## src/rtl/core_id_stage_pipe.sv

```systemverilog
// RV32I/RV32E decode stage: register file with write-back bypass,
// load-use stall detection and a valid/ready ID/EX pipeline register.
module core_id_stage_pipe #(
    parameter int XLEN      = 32,
    parameter int NREGS     = 32,
    parameter bit WB_BYPASS = 1'b1
) (
    input  logic            i_clk,
    input  logic            i_rst_n,
    input  logic            i_if_valid,
    output logic            o_id_ready,
    input  logic [XLEN-1:0] i_instr,
    input  logic [XLEN-1:0] i_pc,
    input  logic            i_flush,
    input  logic            i_wb_reg_write,
    input  logic [4:0]      i_wb_rd,
    input  logic [XLEN-1:0] i_rd_din,
    input  logic            i_ex_ready,
    output logic            o_ex_valid,
    output logic [XLEN-1:0] o_pc,
    output logic [6:0]      o_opcode,
    output logic [4:0]      o_rd,
    output logic [2:0]      o_funct3,
    output logic [4:0]      o_rs1,
    output logic [4:0]      o_rs2,
    output logic [6:0]      o_funct7,
    output logic [XLEN-1:0] o_imm,
    output logic [XLEN-1:0] o_rs1_dout,
    output logic [XLEN-1:0] o_rs2_dout,
    output logic            o_reg_write,
    output logic            o_mem_write,
    output logic            o_is_load,
    output logic            o_illegal,
    output logic [2:0]      o_mem_to_reg,
    output logic [1:0]      o_d_size,
    output logic            o_d_unsigned
);

    localparam int AW = $clog2(NREGS);

    localparam logic [6:0] OP_LUI    = 7'b0110111;
    localparam logic [6:0] OP_AUIPC  = 7'b0010111;
    localparam logic [6:0] OP_JAL    = 7'b1101111;
    localparam logic [6:0] OP_JALR   = 7'b1100111;
    localparam logic [6:0] OP_BRANCH = 7'b1100011;
    localparam logic [6:0] OP_LOAD   = 7'b0000011;
    localparam logic [6:0] OP_STORE  = 7'b0100011;
    localparam logic [6:0] OP_OPIMM  = 7'b0010011;
    localparam logic [6:0] OP_OP     = 7'b0110011;

    localparam logic [2:0] M2R_ALU = 3'd0;
    localparam logic [2:0] M2R_MEM = 3'd1;
    localparam logic [2:0] M2R_PC4 = 3'd2;
    localparam logic [2:0] M2R_IMM = 3'd3;

    typedef struct packed {
        logic [XLEN-1:0] pc;
        logic [6:0]      opcode;
        logic [4:0]      rd;
        logic [2:0]      funct3;
        logic [4:0]      rs1;
        logic [4:0]      rs2;
        logic [6:0]      funct7;
        logic [XLEN-1:0] imm;
        logic [XLEN-1:0] rs1_dout;
        logic [XLEN-1:0] rs2_dout;
        logic            reg_write;
        logic            mem_write;
        logic            is_load;
        logic            illegal;
        logic [2:0]      mem_to_reg;
        logic [1:0]      d_size;
        logic            d_unsigned;
    } id_ex_t;

    logic [XLEN-1:0] rf_q [NREGS];
    logic            ex_valid_q;
    id_ex_t          idex_q;
    id_ex_t          idex_d;

    logic [31:0]     ins;
    logic [6:0]      opcode;
    logic [4:0]      rd;
    logic [4:0]      rs1;
    logic [4:0]      rs2;
    logic [2:0]      funct3;
    logic [6:0]      funct7;

    logic is_lui;
    logic is_auipc;
    logic is_jal;
    logic is_jalr;
    logic is_branch;
    logic is_load;
    logic is_store;
    logic is_opimm;
    logic is_op;
    logic legal;
    logic rd_used;
    logic rs1_used;
    logic rs2_used;
    logic bad_idx;
    logic illegal;

    logic [31:0]     imm32;
    logic [XLEN-1:0] imm;
    logic [2:0]      mem_to_reg;
    logic            wb_we;
    logic            hazard;
    logic            advance;

    // Index fits the implemented register file (RV32E has only 16)
    function automatic logic in_rng(input logic [4:0] a);
        return (NREGS == 32) || !a[4];
    endfunction

    // Register read: x0 and out-of-range indices return zero
    function automatic logic [XLEN-1:0] rf_read(input logic [4:0] a);
        logic [XLEN-1:0] v;
        v = '0;
        if ((a != 5'd0) && in_rng(a)) begin
            if (WB_BYPASS && i_wb_reg_write && (i_wb_rd == a)) begin
                v = i_rd_din;
            end else begin
                v = rf_q[a[AW-1:0]];
            end
        end
        return v;
    endfunction

    assign ins    = i_instr[31:0];
    assign opcode = ins[6:0];
    assign rd     = ins[11:7];
    assign funct3 = ins[14:12];
    assign rs1    = ins[19:15];
    assign rs2    = ins[24:20];
    assign funct7 = ins[31:25];

    assign is_lui    = (opcode == OP_LUI);
    assign is_auipc  = (opcode == OP_AUIPC);
    assign is_jal    = (opcode == OP_JAL);
    assign is_jalr   = (opcode == OP_JALR);
    assign is_branch = (opcode == OP_BRANCH);
    assign is_load   = (opcode == OP_LOAD);
    assign is_store  = (opcode == OP_STORE);
    assign is_opimm  = (opcode == OP_OPIMM);
    assign is_op     = (opcode == OP_OP);

    assign legal = is_lui | is_auipc | is_jal | is_jalr | is_branch
                 | is_load | is_store | is_opimm | is_op;

    assign rd_used  = is_lui | is_auipc | is_jal | is_jalr
                    | is_load | is_opimm | is_op;
    assign rs1_used = is_jalr | is_branch | is_load
                    | is_store | is_opimm | is_op;
    assign rs2_used = is_op | is_store | is_branch;

    assign bad_idx = (NREGS == 16)
                   && ((rd_used && rd[4])
                   ||  (rs1_used && rs1[4])
                   ||  (rs2_used && rs2[4]));

    assign illegal = ~legal | bad_idx;

    // Immediate assembly for the I/S/B/U/J formats
    always_comb begin
        imm32 = '0;
        unique case (1'b1)
            is_jalr, is_load, is_opimm:
                imm32 = {{20{ins[31]}}, ins[31:20]};
            is_store:
                imm32 = {{20{ins[31]}}, ins[31:25], ins[11:7]};
            is_branch:
                imm32 = {{19{ins[31]}}, ins[31], ins[7],
                         ins[30:25], ins[11:8], 1'b0};
            is_lui, is_auipc:
                imm32 = {ins[31:12], 12'b0};
            is_jal:
                imm32 = {{11{ins[31]}}, ins[31], ins[19:12],
                         ins[20], ins[30:21], 1'b0};
            default:
                imm32 = '0;
        endcase
    end

    assign imm = XLEN'($signed(imm32));

    // Result select for the write-back mux
    always_comb begin
        mem_to_reg = M2R_ALU;
        unique case (1'b1)
            is_load:         mem_to_reg = M2R_MEM;
            is_jal, is_jalr: mem_to_reg = M2R_PC4;
            is_lui:          mem_to_reg = M2R_IMM;
            default:         mem_to_reg = M2R_ALU;
        endcase
    end

    // Next ID/EX contents from the instruction currently in ID
    always_comb begin
        idex_d            = '0;
        idex_d.pc         = i_pc;
        idex_d.opcode     = opcode;
        idex_d.rd         = rd;
        idex_d.funct3     = funct3;
        idex_d.rs1        = rs1;
        idex_d.rs2        = rs2;
        idex_d.funct7     = funct7;
        idex_d.imm        = imm;
        idex_d.rs1_dout   = rf_read(rs1);
        idex_d.rs2_dout   = rf_read(rs2);
        idex_d.reg_write  = rd_used & (rd != 5'd0) & ~illegal;
        idex_d.mem_write  = is_store & ~illegal;
        idex_d.is_load    = is_load;
        idex_d.illegal    = illegal;
        idex_d.mem_to_reg = mem_to_reg;
        idex_d.d_size     = funct3[1:0];
        idex_d.d_unsigned = funct3[2];
    end

    assign wb_we = i_wb_reg_write & (i_wb_rd != 5'd0) & in_rng(i_wb_rd);

    assign hazard = ex_valid_q & idex_q.is_load & (idex_q.rd != 5'd0)
                  & ((rs1_used & (rs1 == idex_q.rd))
                  |  (rs2_used & (rs2 == idex_q.rd)));

    assign advance    = ~ex_valid_q | i_ex_ready;
    assign o_id_ready = advance & ~hazard & i_rst_n;

    // Register file write port; x0 is never written
    always_ff @(posedge i_clk or negedge i_rst_n) begin
        if (!i_rst_n) begin
            for (int i = 0; i < NREGS; i++) begin
                rf_q[i] <= '0;
            end
        end else if (wb_we) begin
            rf_q[i_wb_rd[AW-1:0]] <= i_rd_din;
        end
    end

    // ID/EX register: load on advance, bubble on hazard, kill on flush
    always_ff @(posedge i_clk or negedge i_rst_n) begin
        if (!i_rst_n) begin
            ex_valid_q <= 1'b0;
            idex_q     <= '0;
        end else if (advance) begin
            ex_valid_q <= i_if_valid & ~hazard & ~i_flush;
            idex_q     <= idex_d;
        end else if (i_flush) begin
            ex_valid_q <= 1'b0;
        end
    end

    assign o_ex_valid   = ex_valid_q;
    assign o_pc         = idex_q.pc;
    assign o_opcode     = idex_q.opcode;
    assign o_rd         = idex_q.rd;
    assign o_funct3     = idex_q.funct3;
    assign o_rs1        = idex_q.rs1;
    assign o_rs2        = idex_q.rs2;
    assign o_funct7     = idex_q.funct7;
    assign o_imm        = idex_q.imm;
    assign o_rs1_dout   = idex_q.rs1_dout;
    assign o_rs2_dout   = idex_q.rs2_dout;
    assign o_reg_write  = idex_q.reg_write;
    assign o_mem_write  = idex_q.mem_write;
    assign o_is_load    = idex_q.is_load;
    assign o_illegal    = idex_q.illegal;
    assign o_mem_to_reg = idex_q.mem_to_reg;
    assign o_d_size     = idex_q.d_size;
    assign o_d_unsigned = idex_q.d_unsigned;

endmodule

```

## config.mk

```make
export PLATFORM = sky130hd
export DESIGN_NAME = core_id_stage_pipe
export DESIGN_NICKNAME = d
export VERILOG_FILES = /design/src/rtl/core_id_stage_pipe.sv
export SDC_FILE = /design/constraint.sdc
export NUM_CORES = 2
export LEC_CHECK = 0
export CAP_MARGIN = 0
export CORE_ASPECT_RATIO = 0.9
export CORE_MARGIN = 4
export CORE_UTILIZATION = 55
export CTS_CLUSTER_DIAMETER = 30
export CTS_CLUSTER_SIZE = 10
export DETAILED_ROUTE_END_ITERATION = 6
export HOLD_SLACK_MARGIN = 0.05
export PLACE_DENSITY = 0.73
export RECOVER_POWER = 25
export REMOVE_ABC_BUFFERS = 1
export SYNTH_ARGS = -nofsm -noshare
export SYNTH_HDL_FRONTEND = slang
export SYNTH_SLANG_ARGS = --single-unit
```

## constraint.sdc

```tcl
create_clock -name i_clk -period 3.19 [get_ports i_clk]
set_input_delay 0.7975 -clock i_clk [delete_from_list [all_inputs] [get_ports i_clk]]
set_output_delay 0.7975 -clock i_clk [all_outputs]
set_load 0.01 [all_outputs]
```

## After elaboration in Yosys (flattened, before gate mapping)

Index checks and enable logic that the tools add are counted.

- Register bits: 1195
- Input bits: 107
- Output and inout port bits: 172
- Word-level logic and storage cells: 136

- Order comparisons: 4
- Equality and inequality tests: 13
- Muxes and demuxes: 17
- Bitwise logic cells: 40
- Reductions and logical operators: 12

Operators with widths:

| operator | count |
|---|---|
| 1024-bit bitwise mux | 1 |
| 32-bit binary-select mux with 5-bit select | 2 |
| 32-bit 2-to-1 mux | 9 |
| 32-bit demux with 5-bit select | 1 |
| 32-bit case mux with 5 select lines | 1 |
| 5-bit nonzero test | 5 |
| 7-bit by 6-bit equality test with 1-bit output, second input constant | 3 |
| 7-bit equality test, second input constant | 3 |
| 5-bit equality test | 4 |
| 1-bit OR | 20 |
| 6-bit >= comparator, second input constant | 3 |
| 5-bit NOT with 6-bit output | 3 |
| 7-bit by 5-bit equality test with 1-bit output, second input constant | 2 |
| 1-bit AND | 13 |
| 7-bit by 2-bit equality test with 1-bit output, second input constant | 1 |
| 6-bit by 1-bit < comparator with 1-bit output, second input constant | 1 |
| 2-bit case mux with 3 select lines | 1 |
| 1-bit NOT | 4 |
| 2-bit OR reduction | 2 |
| 1-bit logical AND | 3 |
| 3-bit OR reduction | 1 |
| 1-bit 2-to-1 mux | 2 |
| 2-bit nonzero test | 1 |

## Longest topological paths before layout

- Word-level depth: 13
- Depth in mapped cells: 13
- Gate-level depth less buffers: 6

## Least setup slack after synthesis

Ideal clock, no wire load.

- Path type: input port to output port
- Start point: input i_instr[20]
- End point: output o_id_ready
- Data arrival time: 2.401 ns
- Data required time: 2.393 ns
- Setup slack: -0.009 ns
- Cell stages on the path: 11
- Path buffers: 6
- Path through: buf_6 > buf_6 > buf_8 > buf_6 > buf_4 > buf_6 > xnor2_1 > nand4_1 > nor4_1 > o21ai_0 > and3_1

- Word-level cells in the longest chain between the ends: 7

Ends and longest elaborated chain:

| what | line | RTL |
|---|---|---|
| from (decl) | 12 | `input logic [XLEN-1:0] i_instr,` |
| 5-bit equality test | 225 | `\| (rs2_used & (rs2 == idex_q.rd)));` |
| 1-bit AND | 225 |  |
| 1-bit OR | 225 |  |
| 1-bit AND | 224 | `& ((rs1_used & (rs1 == idex_q.rd))` |
| 1-bit NOT | 228 | `assign o_id_ready = advance & ~hazard & i_rst_n;` |
| 1-bit AND (2 in series) | 228 |  |
| to (decl) | 11 | `output logic o_id_ready,` |

No other way between the ends.

## Worst setup path in the final report

- Start point: register idex_q (netlist bit o_rd[3])
- End point: output o_id_ready

- Word-level cells in the longest chain between the ends: 7
- Elaborated cells on any way between the ends: 11
- Classes of those cells: eq/ne (2); bitwise (8); reduce/logical (1)

Ends and longest elaborated chain:

| what | line | RTL |
|---|---|---|
| from (decl) | 78 | `id_ex_t idex_q;` |
| from (signal assigned) | 248 | `idex_q <= idex_d;` |
| 5-bit equality test (on tied branches) | 224, 225 |  |
| 1-bit AND (on tied branches) | 224, 225 |  |
| 1-bit OR | 225 |  |
| 1-bit AND * | 224 |  |
| 1-bit NOT * | 228 |  |
| 1-bit AND * (2 in series) | 228 |  |

Every way passes the cells marked *; elsewhere a longest branch is shown, timed or not.

==> results.json <==
{
  "status": "finished with violations",
  "violations": "DRC, capacitance limit, slew limit",
  "hold_path_class": "reg -> reg",
  "ys_warn_count": 0,
  "fin_util_pct": 69.0,
  "ir_drop_mv": 0.698,
  "synth_common_cells": "dfrtp_1, mux2_2, mux4_2",
  "tns_ns": 0,
  "rows": 115,
  "worstPathMaxFanout": 3,
  "cts_sinks": 1191,
  "synthMuxAreaShare_pct": 39.0,
  "grt_max_degree": 176,
  "seq_area_um2": 29800,
  "core_area_um2": 110000,
  "fin_skew_ns": 0.0370,
  "synth-seq-cells": 1191,
  "drive_above_1_share_pct": 46.7,
  "firstDrtPassIters": 7,
  "period_needed_ns": 3.15,
  "fmax_mhz": 317,
  "grt_use_met1_pct": 46.2,
  "nets": 4802,
  "fillerInstances": 7418,
  "gr-total-overflow": 0,
  "regMostFlops": "rf_q",
  "die_area_um2": 117000,
  "gp_congestion": 0.887,
  "async_flop_share_pct": 100,
  "hpwl_mm": 120,
  "rsz0062_at_grt": "true",
  "slowest_delay_ns": 0.51,
  "antenna_found_initial": 7,
  "io_pins": 279,
  "synthDistinctLibCells": 58,
  "ant_nets": 0,
  "n_antenna_cell": 0,
  "clkLatencyLatePin_ns": 0.83,
  "largest_register_ffs": 1024,
  "finalHoldViolCount": 0,
  "p_leak_nw": 33.2,
  "start_kind": "flip-flop",
  "synthTopCellsByArea": "dfrtp_1, mux2_2, mux4_2, mux2i_1, nand2_1",
  "synthSimpleGateAreaFrac_pct": 3.83,
  "crit_chain": "or4_4, nor2_4, nor4_1, o21ai_1, and3_1, buf_2",
  "yosysMostFrequentCell": "dfrtp_1",
  "p_per_area_nw_per_um2": 708,
  "syn_area_per_cell_um2": 14.2,
  "worstPathRequired_ns": 2.39,
  "yosys.area.top_type": "dfrtp_1",
  "synth_xor_xnor_area_share_pct": 0.286,
  "setup_viol": 0,
  "drc": 3,
  "min_path_cells": 0,
  "via_per_inst": 6.76,
  "slew-limit-headroom_pct": -31.7,
  "grt_pass1_wl_mm": 291,
  "io_buffers": 277,
  "syn_to_final_growth_pct": 23.7,
  "worstPathArrival_ns": 2.36,
  "vias": 42900,
  "ys_seq_area_share_pct": 48.6,
  "die_w_um": 360,
  "cp_slowest_cell": "or4_4",
  "drt_iter0_drc": 4573,
  "crit_buf_inv": 1,
  "wirelength_mm": 195,
  "rr_worst_depth": 5,
  "synthAdderAreaFrac_pct": 0,
  "synth.top_cell.area_share_pct": 48.6,
  "cap_violations": 4,
  "critical_path.top_delay_family": "simple AND/OR/NAND/NOR gates",
  "worst_pin_slew_ns": 1.98,
  "synth_top_family_by_area": "multiplexers",
  "clk_pin_slew_worst_paths_ns": 0.05,
  "cts_made_buffers": 231,
  "postSynthCellCount": 4330,
  "cts-root-buf": "clkbuf_16",
  "post-route-period-util_pct": 98.9,
  "wl_per_cell_um": 30.8,
  "top_usage_layer": "met2",
  "grt_pass1_vias": 44000,
  "start_util_pct": 55.7,
  "cts_buffer_depth": 3,
  "synth-edff-count": 0,
  "netlist_area_um2": 61300,
  "path_class": "reg -> out",
  "grt_use_met2_pct": 49.8,
  "grt.total_usage_pct": 33.3,
  "setup.worst_path.end_class": "primary output",
  "multi_input_area_um2": 29600,
  "die_h_um": 325,
  "use_met3_pct": 9.58,
  "cts_max_level": 4,
  "cts_tree": "done",
  "synth_compound_area_share_pct": 4.80,
  "slew_violations": 477,
  "synthFlopType": "dfrtp_1",
  "crit_cells": 6
}
==> routing by layer <==
metal,wire length [um],vias to the layer above
li1,-,17300
met1,77700,22600
met2,88600,2516
met3,20600,491
met4,8410,4
met5,36,-
==> repair_timing <==
| item | CTS | global route |
|---|---|---|
| hold buffers | 1 | 0 |
| setup buffers | 5 | 0 |
| pin swaps | 3 | 2 |
| hold endpoints to repair | 13 | 0 |
| gates resized for setup | 13 | 5 |
| setup endpoints to repair | 1 | 1 |
==> final timing paths <==
kind / startpoint / end / slack (ns)
min: rf_q[1007] / rf_q[1007] / 0.39
max reg2reg: o_ex_valid / o_imm[0] / 0.64
min in group asynchronous: i_rst_n / rf_q[756] / 0.40
min reg2reg: rf_q[1007] / rf_q[1007] / 0.39
max: o_rd[3] / o_id_ready / 0.04
max in group asynchronous: i_rst_n / rf_q[585] / 0.36
==> per-stage QoR <==
step	total power, mW	setup slack, ns	cells	hold slack (ns)	cell area [um2]
final	53.7	0.0359	6351	0.388	75800
after global placement	28.4	-0.480	5918	0.378	67700
after global routing	55.6	-0.0490	6351	0.394	75800
after floorplan	25.0	-5.38	3868	0.365	59200
after detailed placement	28.8	-0.404	5918	0.383	67700
after CTS	53.8	-0.0210	6351	0.362	75900
==> power by group <==
group | leakage (nW) | total, mW | internal [mW] | switching, mW
registers | 15.2 | 19.9 | 17.9 | 2.08
logic | 14.1 | 8.87 | 5.34 | 3.53
clock network | 3.96 | 24.8 | 16.4 | 8.43
total | 33.2 | 53.7 | 39.6 | 14.0
==> placed cells by master, fill, tap and decap left out, types with 7 or more instances in the layout <==
cell type	synthesis	routed
dfrtp_1	1191	1188
mux2_2	1035	1035
mux4_2	458	458
nand2_1	295	279
clkdlybuf4s50_1	0	266
clkbuf_16	0	234
buf_4	27	204
mux2i_1	184	184
o22ai_1	106	106
buf_12	1	104
o21ai_0	94	93
nor2_1	81	61
clkbuf_8	0	39
a21oi_1	38	38
clkinv_2	0	38
a221o_1	35	35
a22oi_1	33	33
nand3_1	32	30
nor3_1	32	30
a22o_1	30	30
bufinv_16	0	26
clkbuf_1	253	26
a211oi_1	22	22
inv_6	0	22
clkinvlp_4	0	19
o21bai_1	18	18
nor2_4	0	17
o21ai_1	16	17
clkinv_4	0	17
nand2_2	0	16
a2111oi_0	16	16
or3_1	14	14
xor2_1	12	12
and4_1	12	12
nor2b_1	15	11
a31oi_1	11	11
mux2_1	9	9
nor4_1	9	8
a311o_1	7	7
==> final cells by class <==
type	instances	area share [%]
multi-input combinational	2674	39.1
sequential	1191	39.3
clock buffer	296	8.53
tap	1462	2.41
inverter	3	0.0148
timing repair buffer	594	8.50
clock inverter	131	2.18
==> worst register-to-register path, cell delays in order, from the launching register on <==
cell	delay (ns)
dfrtp_1	0.45
nor2b_1	1.01
buf_12	0.35
buf_4	0.39
nand2_1	0.13
o21ai_0	0.12
==> kinds of logic after synthesis <==
group / Yosys count
muxes: 1686
other: 1
DFF: 1191
xor gates and xnor gates: 20
and+or+nand+nor: 529
AOI/OAI and AO/OA: 438
buffers and inverters: 465
No activity file was read; power rests on OpenSTA's default activity.
